**src/rtl/blackjack_table.sv**
```systemverilog
// blackjack_table: round controller for the blackjack core.
// It handles 1..NUM_PLAYERS seats plus the dealer. It deals the opening cards, runs each
// player's hit/stand turn, plays the dealer AI and settles the results.
//
// Ports:
//   i_clk, i_reset     clock; synchronous active-low reset
//   i_start            start a round (only honoured in IDLE/DONE)
//   i_cmd_valid/i_cmd  player command strobe; 1 = hit, 0 = stand
//   o_cmd_ready        command accepted this cycle when i_cmd_valid is high
//   o_card_req         card request to deck (one outstanding at most)
//   i_card_valid/i_card deck reply, rank 1..13
//   o_state            IDLE=0 DEAL=1 PLAYER=2 DEALER=3 SETTLE=4 DONE=5
//   o_turn             active seat; NUM_PLAYERS means the dealer
//   o_player_sum       best sum per player, seat 0 in the LSBs
//   o_player_count     cards held per player
//   o_dealer_sum       dealer best sum
//   o_result           per player: 00 none, 01 lose, 10 win, 11 push
//   o_done             high in DONE
module blackjack_table #(
    parameter int NUM_PLAYERS  = 1,
    parameter int MAX_CARDS    = 5,
    parameter int DEALER_STAND = 17,
    localparam int SUM_W  = $clog2(10 * MAX_CARDS + 11),
    localparam int CNT_W  = $clog2(MAX_CARDS + 1),
    localparam int TURN_W = $clog2(NUM_PLAYERS + 1)
) (
    input  logic                         i_clk,
    input  logic                         i_reset,
    input  logic                         i_start,
    input  logic                         i_cmd_valid,
    input  logic                         i_cmd,
    output logic                         o_cmd_ready,
    output logic                         o_card_req,
    input  logic                         i_card_valid,
    input  logic [3:0]                   i_card,
    output logic [2:0]                   o_state,
    output logic [TURN_W-1:0]            o_turn,
    output logic [NUM_PLAYERS*SUM_W-1:0] o_player_sum,
    output logic [NUM_PLAYERS*CNT_W-1:0] o_player_count,
    output logic [SUM_W-1:0]             o_dealer_sum,
    output logic [NUM_PLAYERS*2-1:0]     o_result,
    output logic                         o_done
);

    localparam int Hands = NUM_PLAYERS + 1;
    localparam logic [TURN_W-1:0] LastSeat   = TURN_W'(NUM_PLAYERS - 1);
    localparam logic [TURN_W-1:0] DealerSeat = TURN_W'(NUM_PLAYERS);

    typedef enum logic [2:0] {
        StIdle   = 3'd0,
        StDeal   = 3'd1,
        StPlayer = 3'd2,
        StDealer = 3'd3,
        StSettle = 3'd4,
        StDone   = 3'd5
    } stateT;

    stateT             state;
    logic [TURN_W-1:0] turn;
    logic [TURN_W-1:0] dealSeat;
    logic              dealRound;
    logic              cardReq;
    logic [SUM_W-1:0]  hardSum   [Hands];
    logic              hasAce    [Hands];
    logic [CNT_W-1:0]  cardCount [Hands];
    logic [1:0]        result    [NUM_PLAYERS];

    logic [SUM_W-1:0]  bestSum   [Hands];
    logic              isBust    [Hands];
    logic              isFull    [Hands];
    logic [1:0]        settleRes [NUM_PLAYERS];
    logic              allBust;
    logic              turnDone;
    logic              cardTaken;
    logic [TURN_W-1:0] curSeat;

    // Ace counts 1 here; the soft +10 is applied when forming the best sum.
    function automatic logic [SUM_W-1:0] cardVal(input logic [3:0] rank);
        if (rank >= 4'd1 && rank <= 4'd10) begin
            return SUM_W'(rank);
        end
        return SUM_W'(10);
    endfunction

    assign cardTaken = cardReq && i_card_valid;
    // During the deal the receiving hand rotates independently of o_turn.
    assign curSeat   = (state == StDeal) ? dealSeat : turn;

    always_comb begin
        for (int h = 0; h < Hands; h++) begin
            if (hasAce[h] && hardSum[h] <= SUM_W'(11)) begin
                bestSum[h] = hardSum[h] + SUM_W'(10);
            end else begin
                bestSum[h] = hardSum[h];
            end
            isBust[h] = bestSum[h] > SUM_W'(21);
            isFull[h] = cardCount[h] == CNT_W'(MAX_CARDS);
        end
    end

    always_comb begin
        allBust = 1'b1;
        for (int p = 0; p < NUM_PLAYERS; p++) begin
            allBust = allBust & isBust[p];
            if (isBust[p]) begin
                settleRes[p] = 2'b01;
            end else if (isBust[DealerSeat]) begin
                settleRes[p] = 2'b10;
            end else if (bestSum[p] > bestSum[DealerSeat]) begin
                settleRes[p] = 2'b10;
            end else if (bestSum[p] == bestSum[DealerSeat]) begin
                settleRes[p] = 2'b11;
            end else begin
                settleRes[p] = 2'b01;
            end
        end
    end

    assign turnDone = (bestSum[turn] >= SUM_W'(21)) || isFull[turn];

    always_ff @(posedge i_clk) begin
        if (!i_reset) begin
            state     <= StIdle;
            turn      <= '0;
            dealSeat  <= '0;
            dealRound <= 1'b0;
            cardReq   <= 1'b0;
            for (int h = 0; h < Hands; h++) begin
                hardSum[h]   <= '0;
                hasAce[h]    <= 1'b0;
                cardCount[h] <= '0;
            end
            for (int p = 0; p < NUM_PLAYERS; p++) begin
                result[p] <= 2'b00;
            end
        end else begin
            if (cardTaken) begin
                hardSum[curSeat]   <= hardSum[curSeat] + cardVal(i_card);
                hasAce[curSeat]    <= hasAce[curSeat] | (i_card == 4'd1);
                cardCount[curSeat] <= cardCount[curSeat] + CNT_W'(1);
                cardReq            <= 1'b0;
            end

            case (state)
                StIdle, StDone: begin
                    if (i_start) begin
                        for (int h = 0; h < Hands; h++) begin
                            hardSum[h]   <= '0;
                            hasAce[h]    <= 1'b0;
                            cardCount[h] <= '0;
                        end
                        for (int p = 0; p < NUM_PLAYERS; p++) begin
                            result[p] <= 2'b00;
                        end
                        turn      <= '0;
                        dealSeat  <= '0;
                        dealRound <= 1'b0;
                        state     <= StDeal;
                    end
                end

                StDeal: begin
                    if (cardTaken) begin
                        if (dealSeat == DealerSeat) begin
                            dealSeat  <= '0;
                            dealRound <= 1'b1;
                            if (dealRound) begin
                                state <= StPlayer;
                            end
                        end else begin
                            dealSeat <= dealSeat + TURN_W'(1);
                        end
                    end else if (!cardReq) begin
                        cardReq <= 1'b1;
                    end
                end

                StPlayer: begin
                    // Hands are re-evaluated only once no card is pending, so the
                    // check always sees the hand including the last card drawn.
                    if (!cardReq) begin
                        if (turnDone || (i_cmd_valid && !i_cmd)) begin
                            if (turn == LastSeat) begin
                                turn  <= DealerSeat;
                                state <= StDealer;
                            end else begin
                                turn <= turn + TURN_W'(1);
                            end
                        end else if (i_cmd_valid) begin
                            cardReq <= 1'b1;
                        end
                    end
                end

                StDealer: begin
                    if (!cardReq) begin
                        if (allBust || bestSum[DealerSeat] >= SUM_W'(DEALER_STAND) ||
                            isFull[DealerSeat]) begin
                            state <= StSettle;
                        end else begin
                            cardReq <= 1'b1;
                        end
                    end
                end

                StSettle: begin
                    for (int p = 0; p < NUM_PLAYERS; p++) begin
                        result[p] <= settleRes[p];
                    end
                    state <= StDone;
                end

                default: state <= StIdle;
            endcase
        end
    end

    assign o_state     = state;
    assign o_turn      = turn;
    assign o_card_req  = cardReq;
    assign o_done      = (state == StDone);
    // A seat that is about to auto-advance must not swallow a command.
    assign o_cmd_ready = (state == StPlayer) && !cardReq && !turnDone;
    assign o_dealer_sum = bestSum[DealerSeat];

    always_comb begin
        o_player_sum   = '0;
        o_player_count = '0;
        o_result       = '0;
        for (int p = 0; p < NUM_PLAYERS; p++) begin
            o_player_sum[p*SUM_W +: SUM_W]   = bestSum[p];
            o_player_count[p*CNT_W +: CNT_W] = cardCount[p];
            o_result[p*2 +: 2]               = result[p];
        end
    end

endmodule

```
**config.mk**
```make
export PLATFORM = sky130hd
export DESIGN_NAME = blackjack_table
export DESIGN_NICKNAME = d
export VERILOG_FILES = /design/src/rtl/blackjack_table.sv
export SDC_FILE = /design/constraint.sdc
export NUM_CORES = 1
export LEC_CHECK = 0
export ABC_CLOCK_PERIOD_IN_PS = 4310
export CAP_MARGIN = 5
export CORE_MARGIN = 2
export CORE_UTILIZATION = 55
export CTS_BUF_LIST = sky130_fd_sc_hd__clkbuf_4 sky130_fd_sc_hd__clkbuf_8
export CTS_CLUSTER_DIAMETER = 200
export DETAILED_ROUTE_END_ITERATION = 6
export PLACE_DENSITY = 0.86
export RECOVER_POWER = 50
export SLEW_MARGIN = 10
export SYNTH_ARGS = -nofsm -noshare
export SYNTH_HDL_FRONTEND = slang
export SYNTH_SLANG_ARGS = --single-unit
```
**constraint.sdc**
```tcl
create_clock -name i_clk -period 4.31 [get_ports i_clk]
set_input_delay 0.431 -clock i_clk [delete_from_list [all_inputs] [get_ports i_clk]]
set_output_delay 0.431 -clock i_clk [all_outputs]
set_load 0.1 [all_outputs]
```
==> flow_summary_export.csv <==
group,metric,value,unit
route,routed-via-count,2038,
route,drc_errors,0,
yosys,yosys_most_used_dff,"edfxtp_1",
worst_setup_path,worstSetupPathType,"flip-flop to flip-flop",
clock_tree,cts_root_buf,"clkbuf_8",
yosys,synth.top_cells.by_area,"edfxtp_1, ha_1, dfxtp_1",
job,drv_cap,0,
global_route,grt_max_degree,15,
place,hpwlAfterDp,3.985,mm
final_layout,stdcell_count,337,
yosys,async_flop_share,0,
yosys,synth.avg_cell_area,9.003,um2
worst_setup_path,r2r-end,"hardSum[1][5]",
route,drt-initial-drc-count,157,
place,gp_routability_congestion,0.8926,
yosys,netlist_instances,256,
route,first_pass_iters,5,
route,ant_nets,0,
yosys,ys_warn_count,0,
sta,holdWs,0.5762,ns
sta,timing.final.crit_period,3.590,ns
final_layout,nets,310,
hold_path,min_path_type,"flip-flop to flip-flop",
sta,drv_slew,0,
yosys,ys_seq_area_frac,0.3474,
worst_setup_path,reg2reg_slack,0.72,ns
clock_tree,post_cts_resized,0,
power,cellLeakagePower,0.001160,uW
power,swShare,0.5259,
final_layout,layout-drive-gt1-share,0.09408,
clock_tree,clk_latency,0.28,ns
route,postRouteWirelength,5.269,mm
yosys,synth_enable_flop_cells,22,
clock_tree,cts-buffers-inserted,5,
yosys,synth.distinct_cells,63,
power,power.share.clock,0.143,
clock_tree,ctsHoldBuffers,0,
clock_tree,clockBufferDepth,2,
floorplan,die_h,68.74,um
global_route,grt_usage,0.2447,
clock_tree,clk_pin_slew,0.06,ns
yosys,synth_top_area_cell,"edfxtp_1",
power,peakVddDrop,0.0002908,V
sta,period_share,0.8329,
global_route,grt_pass1_wl,8.445,mm
sta,tightest_slew,0.9842,ns
worst_setup_path,timing.critical_path.from,"o_state[0]",
floorplan,die_x,68.74,um
yosys,ys_ff_latch,29,
final_layout,synthToLayoutAreaGrowth,18.30,%
floorplan,ios,34,
sta,rsz0062_at_grt,"false",
worst_setup_path,startpoint_type,"flip-flop",
clock_tree,cts_setup_buffers,0,
clock_tree,cts_htree_levels,2,
sta,finClkSkew,0.003982,ns
floorplan,fp.coreArea,0.004029,mm2
global_route,grt_pass1_vias,1830,
sta,hold_viol,0,
global_route,antenna_found_initial,0,
power,intPower,818.6,uW
power,power_frac_comb,0.589,
worst_setup_path,critPathCaptureType,"flip-flop",
power,p_total,1726,uW
place,numPlacedInstances,329,
route,wl_per_cell,15.64,um
worst_setup_path,r2r-start,"o_state[0]",
sta,maxSlewHeadroom,0.3417,
worst_setup_path,crit_required,4.32,ns
final_layout,layout_commonest_cell,"nor2_1",
final_layout,mostFrequentLayoutCells,"nor2_1, nand2_1, edfxtp_1",
sta,final-setup-viol-count,0,
floorplan,std_cell_rows,23,
run_status,status,"complete, no violations",
clock_tree,cts_sinks,29,
global_route,grt_overflow_total,0,
yosys,syn_area,0.002305,mm2
floorplan,die_area,0.004725,mm2
worst_setup_path,crit_end,"hardSum[1][5]",
worst_setup_path,path_max_fanout,13,
power,switching_power,907.9,uW
yosys,synth_top_area_share,0.2866,
clock_tree,cts_tree,"done",
route,viasPerCell,6.047,
place,port_buffers,33,
sta,fmax,278.6,MHz
worst_setup_path,r2r_cells,12,
yosys,syn_nets,280,
sta,tns,0,ns
power,seqPwrFrac,0.267,
worst_setup_path,worstPathArrival,3.60,ns
final_layout,antenna_cells,0,
floorplan,start_util,0.5720,
power,cellPowerDensity,633.2,mW/mm2
cells by family after synthesis:
family / Yosys count / share of synthesized area
AOI/OAI and AO/OA: 55 / 0.1862
xor gates and xnor gates: 8 / 0.03040
muxes: 10 / 0.04669
adders and majority gates: 14 / 0.07926
and+or+nand+nor: 109 / 0.2492
buffers and inverters: 31 / 0.06080
DFF: 29 / 0.3474
synth_stat cells (all sizes together), types with 2 or more instances:
cell type,count
o22ai,2
a21oi,11
a211o,2
nand2,22
o21ai,9
nand3,6
nand2b,7
mux2,6
or4b,2
and3b,2
a211oi,4
buf,3
nor2b,8
and3,3
o211ai,2
nor2,34
or3,2
nor3b,4
inv,20
a21o,5
ha,13
a31oi,2
dfxtp,7
xnor2,5
edfxtp,22
nor3,6
or2,3
clkbuf,7
mux2i,4
a22oi,3
xor2,3
o211a,3
per-layer routing:
metal  up-vias  wire length, um  GRT usage  part of all wire
li1        983                -          -                 -
met1       960             2305     0.3196              0.44
met2        86             2497     0.3990              0.47
met3         9              381    0.06006             0.072
met4         0               84    0.07843             0.016
met5         -                0          0                 0
worst max-delay path, cell delays in order (launching register included):
cell and delay, ns:
dfxtp_1 0.56, nand2b_1 0.20, nor2_1 0.16, mux2i_1 0.19, clkbuf_1 0.49, mux2_2 0.42
ha_1 0.29, a21o_1 0.18, a21oi_1 0.22, nor2b_1 0.09, o21ai_0 0.25, xnor2_1 0.19
nor4_1 0.07
sequential cells by signal, summed over array words and instances, names as in the netlist:
| signal | flops |
|---|---|
| o_state | 3 |
| dealRound | 1 |
| o_card_req | 1 |
| o_turn | 1 |
| hasAce | 2 |
| result | 2 |
| dealSeat | 1 |
| hardSum | 12 |
| cardCount | 6 |
stage by stage:
step,instance area (um2),setup WS [ns],utilization
6_report,2726,0.7203,0.6767
5_1_grt,2726,0.5641,0.6767
4_1_cts,2735,0.9938,0.6789
3_5_place_dp,2638,1.127,0.6547
3_3_place_gp,2638,1.268,0.6547
2_1_floorplan,2305,0.5359,-
final cells by class:
cell class	instances	area (um2)
Clock buffer	8	97.59
Fill cell	336	1303
Timing Repair Buffer	34	331.6
Multi-Input combinational cell	196	1359
Inverter	20	75.07
Sequential cell	29	800.8
Tap cell	50	62.56
worst min path at each step:
stage | start | to | slack, ns | cells past startpoint
after global placement | dealRound | dealRound | 0.56 | 2
after CTS | dealRound | dealRound | 0.58 | 2
final | dealRound | dealRound | 0.58 | 2
after global routing | dealRound | dealRound | 0.62 | 2
after detailed placement | dealRound | dealRound | 0.56 | 2
after floorplan | dealRound | dealRound | 0.54 | 2
power by group through the flow:
| stage | clock (uW) | combinational [uW] | sequential, uW |
|---|---|---|---|
| detailed placement | 0 | 1020 | 466 |
| floorplan | 0 | 686 | 586 |
| global placement | 0 | 1010 | 463 |
| global route | 262 | 1080 | 471 |
| finish | 248 | 1020 | 461 |
| CTS | 249 | 1030 | 461 |
(Power assumes the default switching activity.)
